--- config.mk ---
export PLATFORM = sky130hd
export DESIGN_NAME = serial_paralelo_rx_flat
export DESIGN_NICKNAME = d
export VERILOG_FILES = /design/src/rtl/serial_paralelo_rx_if.sv /design/src/rtl/serial_paralelo_rx.sv /design/src/flat_wrapper.sv
export SDC_FILE = /design/constraint.sdc
export NUM_CORES = 1
export LEC_CHECK = 0
export BUFFER_PORTS_ARGS = -buffer_cell sky130_fd_sc_hd__buf_2
export CORE_MARGIN = 5
export CORE_UTILIZATION = 40
export CTS_CLUSTER_DIAMETER = 100
export DETAILED_ROUTE_END_ITERATION = 10
export GPL_ROUTABILITY_DRIVEN = 0
export SKIP_CTS_REPAIR_TIMING = 1
export SYNTH_ARGS = -nofsm -noshare
export SYNTH_HDL_FRONTEND = slang
export SYNTH_SLANG_ARGS = --single-unit
--- constraint.sdc ---
create_clock -name clk_32f -period 1.6 [get_ports clk_32f]
set_input_delay 0.16 -clock clk_32f [delete_from_list [all_inputs] [get_ports clk_32f]]
set_output_delay 0.16 -clock clk_32f [all_outputs]
set_load 0.05 [all_outputs]
--- src/rtl/serial_paralelo_rx_if.sv ---
// serial_paralelo_rx_if: serial lane in, aligned byte stream out
//   data_in      1  serial bit, MSB of each byte first (driven by master)
//   data_out     8  last received non-comma byte
//   valid_out    1  data_out carries a data byte for the current byte period
//   byte_strobe  1  one-cycle pulse per completed aligned byte
//   active       1  link aligned and trained
interface serial_paralelo_rx_if;
    logic       data_in;
    logic [7:0] data_out;
    logic       valid_out;
    logic       byte_strobe;
    logic       active;
    modport master (output data_in, input data_out, valid_out, byte_strobe, active);
    modport slave  (input data_in, output data_out, valid_out, byte_strobe, active);
endinterface

--- src/rtl/serial_paralelo_rx.sv ---
// serial_paralelo_rx: deserialises the 1-bit lane, aligns on comma, delivers bytes
//   clk_32f  bit clock, rising edge
//   reset    asynchronous, active-low
//   bus      serial_paralelo_rx_if.slave (data_in in; data_out/valid_out/byte_strobe/active out)
module serial_paralelo_rx #(
    parameter logic [7:0] COMMA        = 8'hBC,
    parameter int         BC_THRESHOLD = 4
) (
    input  logic                 clk_32f,
    input  logic                 reset,
    serial_paralelo_rx_if.slave  bus
);
    typedef enum logic [1:0] {SEARCH, ALIGN, ACTIVE} state_t;
    state_t     r_state;
    logic [7:0] r_sr;
    logic [2:0] r_bit_cnt;
    logic [3:0] r_comma_cnt;
    logic [7:0] r_data_out;
    logic       r_valid_out;
    logic       r_byte_strobe;
    logic       r_active;
    logic [7:0] w_sr_next;
    logic       w_boundary;
    logic       w_comma;
    assign w_sr_next  = {r_sr[6:0], bus.data_in};
    assign w_boundary = r_bit_cnt == 3'd7;
    assign w_comma    = w_sr_next == COMMA;
    assign bus.data_out    = r_data_out;
    assign bus.valid_out   = r_valid_out;
    assign bus.byte_strobe = r_byte_strobe;
    assign bus.active      = r_active;
    always_ff @(posedge clk_32f or negedge reset) begin
        if (!reset) begin
            r_state       <= SEARCH;
            r_sr          <= 8'd0;
            r_bit_cnt     <= 3'd0;
            r_comma_cnt   <= 4'd0;
            r_data_out    <= 8'd0;
            r_valid_out   <= 1'b0;
            r_byte_strobe <= 1'b0;
            r_active      <= 1'b0;
        end else begin
            r_sr          <= w_sr_next;
            r_bit_cnt     <= r_bit_cnt + 3'd1;
            r_byte_strobe <= 1'b0;
            case (r_state)
                // unaligned hunt: a comma at any bit offset fixes the byte phase
                SEARCH: if (w_comma) begin
                    r_state     <= ALIGN;
                    r_comma_cnt <= 4'd1;
                    r_bit_cnt   <= 3'd0;
                end
                ALIGN: if (w_boundary) begin
                    if (!w_comma) begin
                        r_state     <= SEARCH;
                        r_comma_cnt <= 4'd0;
                    end else begin
                        r_comma_cnt <= r_comma_cnt + 4'd1;
                        if (r_comma_cnt + 4'd1 == 4'(BC_THRESHOLD)) begin
                            r_state  <= ACTIVE;
                            r_active <= 1'b1;
                        end
                    end
                end
                // idle commas mark the byte period invalid but keep the last data byte
                ACTIVE: if (w_boundary) begin
                    r_byte_strobe <= 1'b1;
                    r_valid_out   <= !w_comma;
                    if (!w_comma) r_data_out <= w_sr_next;
                end
                default: r_state <= SEARCH;
            endcase
        end
    end
endmodule

--- src/flat_wrapper.sv ---
// flat-port wrapper written by rule: the top's interface ports become plain ports
module serial_paralelo_rx_flat 
#(
    parameter logic [7:0] COMMA        = 8'hBC,
    parameter int         BC_THRESHOLD = 4
)
  (clk_32f, reset, bus_data_in, bus_data_out, bus_valid_out, bus_byte_strobe, bus_active);
  serial_paralelo_rx_if bus_i ();
  input  logic clk_32f;
  input  logic reset;
  input wire logic [$bits(bus_i.data_in)-1:0] bus_data_in;
  output wire logic [$bits(bus_i.data_out)-1:0] bus_data_out;
  output wire logic [$bits(bus_i.valid_out)-1:0] bus_valid_out;
  output wire logic [$bits(bus_i.byte_strobe)-1:0] bus_byte_strobe;
  output wire logic [$bits(bus_i.active)-1:0] bus_active;
  assign bus_i.data_in = bus_data_in;
  assign bus_data_out = bus_i.data_out;
  assign bus_valid_out = bus_i.valid_out;
  assign bus_byte_strobe = bus_i.byte_strobe;
  assign bus_active = bus_i.active;
  serial_paralelo_rx #(.COMMA(COMMA), .BC_THRESHOLD(BC_THRESHOLD)) u_core (.clk_32f(clk_32f), .reset(reset), .bus(bus_i));
endmodule
==> results of run 1 <==
## synthesized netlist by cell type (2+ instances only)
cell type and count:
sky130_fd_sc_hd__and3_1 2, sky130_fd_sc_hd__nor2_1 3, sky130_fd_sc_hd__nand4b_1 2, sky130_fd_sc_hd__nor2b_1 4
sky130_fd_sc_hd__a22o_1 2, sky130_fd_sc_hd__o31ai_1 2, sky130_fd_sc_hd__ha_1 4, sky130_fd_sc_hd__dfrtp_1 27
sky130_fd_sc_hd__nand2_1 2, sky130_fd_sc_hd__a32o_1 3, sky130_fd_sc_hd__inv_1 2, sky130_fd_sc_hd__mux2_4 8
## power groups by stage
stage	clock (W)	sequential, W	combinational, W
2_1_floorplan	0	0.000765	0.0000218
3_3_place_gp	0	0.000729	0.0000903
3_5_place_dp	0	0.000731	0.0000918
4_1_cts	0.000315	0.000718	0.0000920
5_1_grt	0.000347	0.000721	0.000101
6_report	0.000313	0.000717	0.0000932
## layer usage
metal,vias to the layer above,part of all wire,GRT usage
met1,345,0.49,0.161
li1,352,-,-
met2,9,0.46,0.165
met5,-,0,0
met4,0,0.018,0.0560
met3,4,0.035,0.0175
## state kept, by name, indices dropped and copies added (netlist names)
register / cells
u_core.r_comma_cnt: 4
u_core.bus.byte_strobe: 1
u_core.bus.valid_out: 1
u_core.r_bit_cnt: 3
u_core.bus.active: 1
u_core.r_sr: 7
u_core.r_state: 2
u_core.bus.data_out: 8
## worst min path at each step
stage                     start                      to  depth (start not counted)
after floorplan           reset       u_core.bus.active                          0
after global placement    reset          u_core.r_sr[1]                          1
after detailed placement  reset  u_core.bus.data_out[1]                          1
after CTS                 reset  u_core.bus.data_out[1]                          1
after global routing      reset  u_core.bus.data_out[1]                          2
final                     reset  u_core.bus.data_out[1]                          2
## metrics by stage
| step | power, W | TNS [ns] |
|---|---|---|
| after detailed placement | 0.000822 | -1.18 |
| after floorplan | 0.000787 | -0.733 |
| after CTS | 0.00112 | -1.40 |
| after global placement | 0.000819 | -0.802 |
| final | 0.00112 | -1.25 |
| after global routing | 0.00117 | -1.57 |
## cells by family (layout without fill, tap and decap cells)
logic type	Yosys count	in the layout	synth area share
flip-flops	27	27	0.576
AO/OA/AOI/OAI	14	14	0.0961
AND/OR/NAND/NOR	21	21	0.153
adder cells (fa/ha/maj)	4	4	0.0427
XOR/XNOR	1	1	0.00747
multiplexers	9	9	0.112
buffers and inverters	4	33	0.0128
## area by class of cell
| class | instances | share of cell area |
|---|---|---|
| inverters | 3 | 0.00780 |
| well taps | 31 | 0.0269 |
| multi-input cells | 49 | 0.353 |
| flip-flops and latches | 27 | 0.468 |
| repair buffers | 26 | 0.124 |
| clock inverters | 1 | 0.00520 |
| clock buffers | 3 | 0.0156 |
==> results.json, run 1 <==
{
  "placed_cells_incl_taps": 131,
  "kind_of_cell_with_the_highest_combined_delay_on_the_critical_path": "simple AND/OR/NAND/NOR gates",
  "cts_htree_levels": 1,
  "slowest_delay_ns": 0.42,
  "synthesis.nets": 87,
  "fillers": 239,
  "rows": 19,
  "grt_setup_unrepaired": "true",
  "detailed_place.area_um2": 1350,
  "synthToLayoutAreaGrowth_pct": 23.2,
  "drc": 0,
  "p_sw_frac": 0.262,
  "status": "complete, but fails checks",
  "reg2regPathDepth": 7,
  "dp_hpwl_mm": 1.50,
  "placeableCoreArea_um2": 2780,
  "number_of_design_rule_violations_left_by_the_first_detailed_router_iteration": 7,
  "peakVddDrop_mv": 0.442,
  "report.final.setup_viol": 8,
  "postSynthCellCount": 80,
  "cap_violations": 0,
  "synth_cell_types": 31,
  "cts.reportedPaths.clkPinSlew_ns": 0.15,
  "nNetsFinal": 117,
  "die_h_um": 64.1,
  "drt_wl_total_mm": 2.05,
  "detail_route.vias_per_cell": 5.07,
  "number_of_antenna_violations_at_the_first_check_in_global_routing": 0,
  "finalCoreUtilization": 0.519,
  "p_leak_nw": 0.664,
  "floorplan.initialDensity": 0.422,
  "fin_area_um2": 1440,
  "r2r_end": "u_core.bus.data_out[7]",
  "pre_cts_setup_slack_ns": -0.154,
  "dr_total_vias": 710,
  "internal_power_w": 0.000829,
  "cp-start-kind": "register",
  "timing.reg2reg.setup_slack_ns": -0.18,
  "register_bit_total_from_synthesis": 27,
  "final_hold_viol_count": 0,
  "cell_pwr_density_nw_per_um2": 778,
  "num_cts_buffers": 3,
  "setup.worst_path.end_class": "register",
  "grt_start_max_net_pins": 28,
  "cp_slowest_cell": "sky130_fd_sc_hd__dfrtp_1",
  "grt_use_total": 0.112,
  "total_area_of_multi_input_combinational_cells_um2": 509,
  "hold_path.class": "in -> async",
  "diode_insertion_count_for_antenna_repair": 0,
  "synth_edf_count": 0,
  "timing.rr.start": "u_core.r_bit_cnt[0]",
  "boundaryPins": 14,
  "timing.critical_path.required_ns": 1.84,
  "clock_power_share": 0.278,
  "global_route.overflow_total": 0,
  "yosysSeqAreaShare": 0.576,
  "seqCellArea_um2": 676,
  "worstPathCellList": "ha_4 > ha_4 > inv_2 > or3_4 > nor2_8 > buf_6 > mux2_4",
  "launching_element_of_the_worst_setup_path": "u_core.r_bit_cnt[0]",
  "period_needed_ns": 1.78,
  "detail_route.first_pass.iterations": 2,
  "cpMostUsedCell": "sky130_fd_sc_hd__ha_4",
  "syn_area_um2": 1170,
  "buffer_ports.inserted": 13,
  "finish.cell_count_without_fillers": 140,
  "most_common_cell_after_layout_fill_and_taps_aside": "sky130_fd_sc_hd__dfrtp_1",
  "clock_tree_from_tritoncts": "yes",
  "power_frac_comb": 0.083,
  "layout-drive-gt1-share": 0.440,
  "timing.hold.ws_ns": 0.331,
  "ys_top_cells_by_area": "sky130_fd_sc_hd__dfrtp_1 58%, sky130_fd_sc_hd__mux2_4 10%, sky130_fd_sc_hd__ha_1 4.3%",
  "achievable-frequency_mhz": 562,
  "synth.largest_area_cell": "sky130_fd_sc_hd__dfrtp_1",
  "highest_count_cells_in_the_layout_ignoring_fill_and_taps": "27 x sky130_fd_sc_hd__dfrtp_1, 13 x sky130_fd_sc_hd__buf_2, 8 x sky130_fd_sc_hd__mux2_4, 8 x sky130_fd_sc_hd__buf_4, 4 x sky130_fd_sc_hd__nor2b_1",
  "grt_pass1_wl_mm": 3.69,
  "finalMaxSlewViolations": 0,
  "synth-main-ff-cell": "sky130_fd_sc_hd__dfrtp_1",
  "grt_pass1_vias": 737,
  "antenna_left": 0,
  "die_area_um2": 4110,
  "timing.max_slew.rel_slack": 0.612,
  "netlist.area_leader.share": 0.576,
  "clk_path_buf_depth": 2,
  "timing.setup.critical_path_class": "reg -> reg",
  "critical_path_depth": 7,
  "tightestPinTransition_ns": 0.582,
  "critPathMaxFanout": 4,
  "switching_power_total_w": 0.000294,
  "sequentialPowerShare": 0.639,
  "clk_root_buffer_cell": "sky130_fd_sc_hd__clkbuf_4",
  "failing_checks": "setup timing",
  "synth_async_sr_flop_share": 1.00,
  "critical_path_arrival_ns": 2.02,
  "final_cycle_share": 1.11,
  "synth_warnings": 0,
  "die_w_um": 64.1,
  "final.setup_skew_ns": 0.00247,
  "syn_area_cell_um2": 14.7,
  "numClockSinks": 27,
  "timing.critical_path.to": "u_core.bus.data_out[7]",
  "routedWlPerCell_um": 14.7,
  "clk_latency_ns": 0.33,
  "cp.buffers_inverters": 2,
  "final.setup.worst_slack_ns": -0.180
}
(Power assumes the default switching activity.)
==> run 2, diff against run 1 <==
- clock period: 1.6 -> 1.7 ns (I/O delays scaled with it)
==> run 2 against run 1 <==
The run still ends with setup timing left. Flip-flop and latch count is the same. Cell count shrank 1.4%. Clock skew shrank 0.00075 ns. Worst setup slack gained 0.13 ns. Routed wire length shrank 4.6%. Worst hold slack lost 0.24 ns. Sequential share of layout area grew 0.78 points. Register-to-register slack gained 0.13 ns.
==> results.json, run 2 (synthesis results as in run 1) <==
{
  "drc": 0,
  "number_of_antenna_violations_at_the_first_check_in_global_routing": 0,
  "grt_setup_unrepaired": "true",
  "seqCellArea_um2": 676,
  "die_w_um": 64.1,
  "wl_met1_um": 909,
  "clk_path_buf_depth": 2,
  "global_route.overflow_total": 0,
  "met2_wirelength_um": 974,
  "dp_hpwl_mm": 1.41,
  "total_power_w": 0.00106,
  "largest_register_ff_count": 8,
  "status": "complete, but fails checks",
  "slowest_delay_ns": 0.41,
  "fillers": 246,
  "tightestPinTransition_ns": 0.584,
  "drt_wl_total_mm": 1.96,
  "cp_slowest_cell": "sky130_fd_sc_hd__dfrtp_1",
  "detail_route.first_pass.iterations": 4,
  "grt_pass1_vias": 747,
  "final_hold_viol_count": 0,
  "cpMostUsedCell": "sky130_fd_sc_hd__ha_4",
  "critPathMaxFanout": 5,
  "grt_start_max_net_pins": 28,
  "cp-start-kind": "register",
  "setup.worst_path.end_class": "register",
  "clk_root_buffer_cell": "sky130_fd_sc_hd__clkbuf_4",
  "maxUsedRoutingLayer": "met4",
  "num_cts_buffers": 3,
  "number_of_design_rule_violations_left_by_the_first_detailed_router_iteration": 6,
  "failing_checks": "setup timing",
  "timing.critical_path.required_ns": 1.93,
  "buffer_ports.inserted": 13,
  "met3_length_um": 60,
  "grt_use_total": 0.105,
  "final.setup_skew_ns": 0.00172,
  "critical_path_arrival_ns": 1.98,
  "most_common_cell_after_layout_fill_and_taps_aside": "sky130_fd_sc_hd__dfrtp_1",
  "diode_insertion_count_for_antenna_repair": 0,
  "total_area_of_multi_input_combinational_cells_um2": 507,
  "timing.max_slew.rel_slack": 0.611,
  "nNetsFinal": 115,
  "boundaryPins": 14,
  "final.setup.worst_slack_ns": -0.0540,
  "die_h_um": 64.1,
  "antenna_left": 0,
  "die_area_um2": 4110,
  "clk_latency_ns": 0.32,
  "peakVddDrop_mv": 0.449,
  "detail_route.vias_per_cell": 5.12,
  "finalCoreUtilization": 0.511,
  "worstPathCellList": "ha_4 > ha_4 > inv_2 > or3_4 > nor2_8 > buf_6 > mux2_4",
  "routedWlPerCell_um": 14.2,
  "timing.setup.critical_path_class": "reg -> reg",
  "highest_count_cells_in_the_layout_ignoring_fill_and_taps": "27 x sky130_fd_sc_hd__dfrtp_1, 13 x sky130_fd_sc_hd__buf_2, 8 x sky130_fd_sc_hd__mux2_4, 8 x sky130_fd_sc_hd__buf_4, 4 x sky130_fd_sc_hd__nor2b_1",
  "rows": 19,
  "period_needed_ns": 1.75,
  "clock_tree_from_tritoncts": "yes",
  "placeableCoreArea_um2": 2780,
  "synthToLayoutAreaGrowth_pct": 21.1,
  "layout-drive-gt1-share": 0.421,
  "floorplan.initialDensity": 0.422,
  "grt_pass1_wl_mm": 3.49,
  "cts_htree_levels": 1,
  "achievable-frequency_mhz": 570,
  "hold_path.class": "in -> reg",
  "final_cycle_share": 1.03,
  "p_leak_nw": 0.658,
  "cell_pwr_density_nw_per_um2": 743,
  "finalMaxSlewViolations": 0,
  "cts.reportedPaths.clkPinSlew_ns": 0.15,
  "numClockSinks": 27,
  "report.final.setup_viol": 8,
  "dr_total_vias": 706,
  "cap_violations": 0
}
run 2: area by class of cell:
cell class | count | share of cell area
Sequential cell | 27 | 0.476
Multi-Input combinational cell | 49 | 0.357
Timing Repair Buffer | 24 | 0.110
Tap cell | 31 | 0.0273
Clock buffer | 3 | 0.0159
Inverter | 3 | 0.00793
Clock inverter | 1 | 0.00617
run 2: final timing paths:
kind / startpoint / to / slack (ns) / depth (start not counted)
worst max-delay path: u_core.r_bit_cnt[0] / u_core.bus.data_out[6] / -0.05 / 7
worst min-delay path: bus_data_in / u_core.bus.data_out[0] / 0.09 / 2
worst max register to register: u_core.r_bit_cnt[0] / u_core.bus.data_out[6] / -0.05 / 7
worst min register to register: u_core.r_sr[0] / u_core.r_sr[1] / 0.43 / 0
max in group asynchronous: reset / u_core.r_comma_cnt[1] / 0.97 / 2
min in group asynchronous: reset / u_core.bus.data_out[3] / 0.36 / 2
run 2: where the power goes:
| group | switching [W] | internal (W) |
|---|---|---|
| sequential | 0.0000139 | 0.000661 |
| combinational | 0.0000584 | 0.0000283 |
| clock | 0.000198 | 0.0000959 |
run 2: routing by layer:
metal,vias up,track usage
li1,345,-
met2,7,0.163
met4,0,0.0458
met1,352,0.140
met5,-,0
met3,2,0.0228
run 2: critical path, delay by kind of cell (launching register included):
kind          cells  cell delay [ns]
buf+inv           2             0.17
flops             1             0.41
fa+ha+maj         2             0.28
mux               1             0.30
simple gates      2             0.49
run 2: through the flow:
step	setup WS, ns	area (µm²)	std cells	setup TNS, ns	hold slack, ns
floorplan	0.00834	1190	80	0	-0.126
global placement	-0.00773	1320	127	-0.00908	0.201
detailed placement	-0.0568	1320	127	-0.389	0.213
CTS	-0.0687	1350	131	-0.474	-0.183
global route	-0.0952	1420	138	-0.707	0.0780
finish	-0.0540	1420	138	-0.389	0.0919
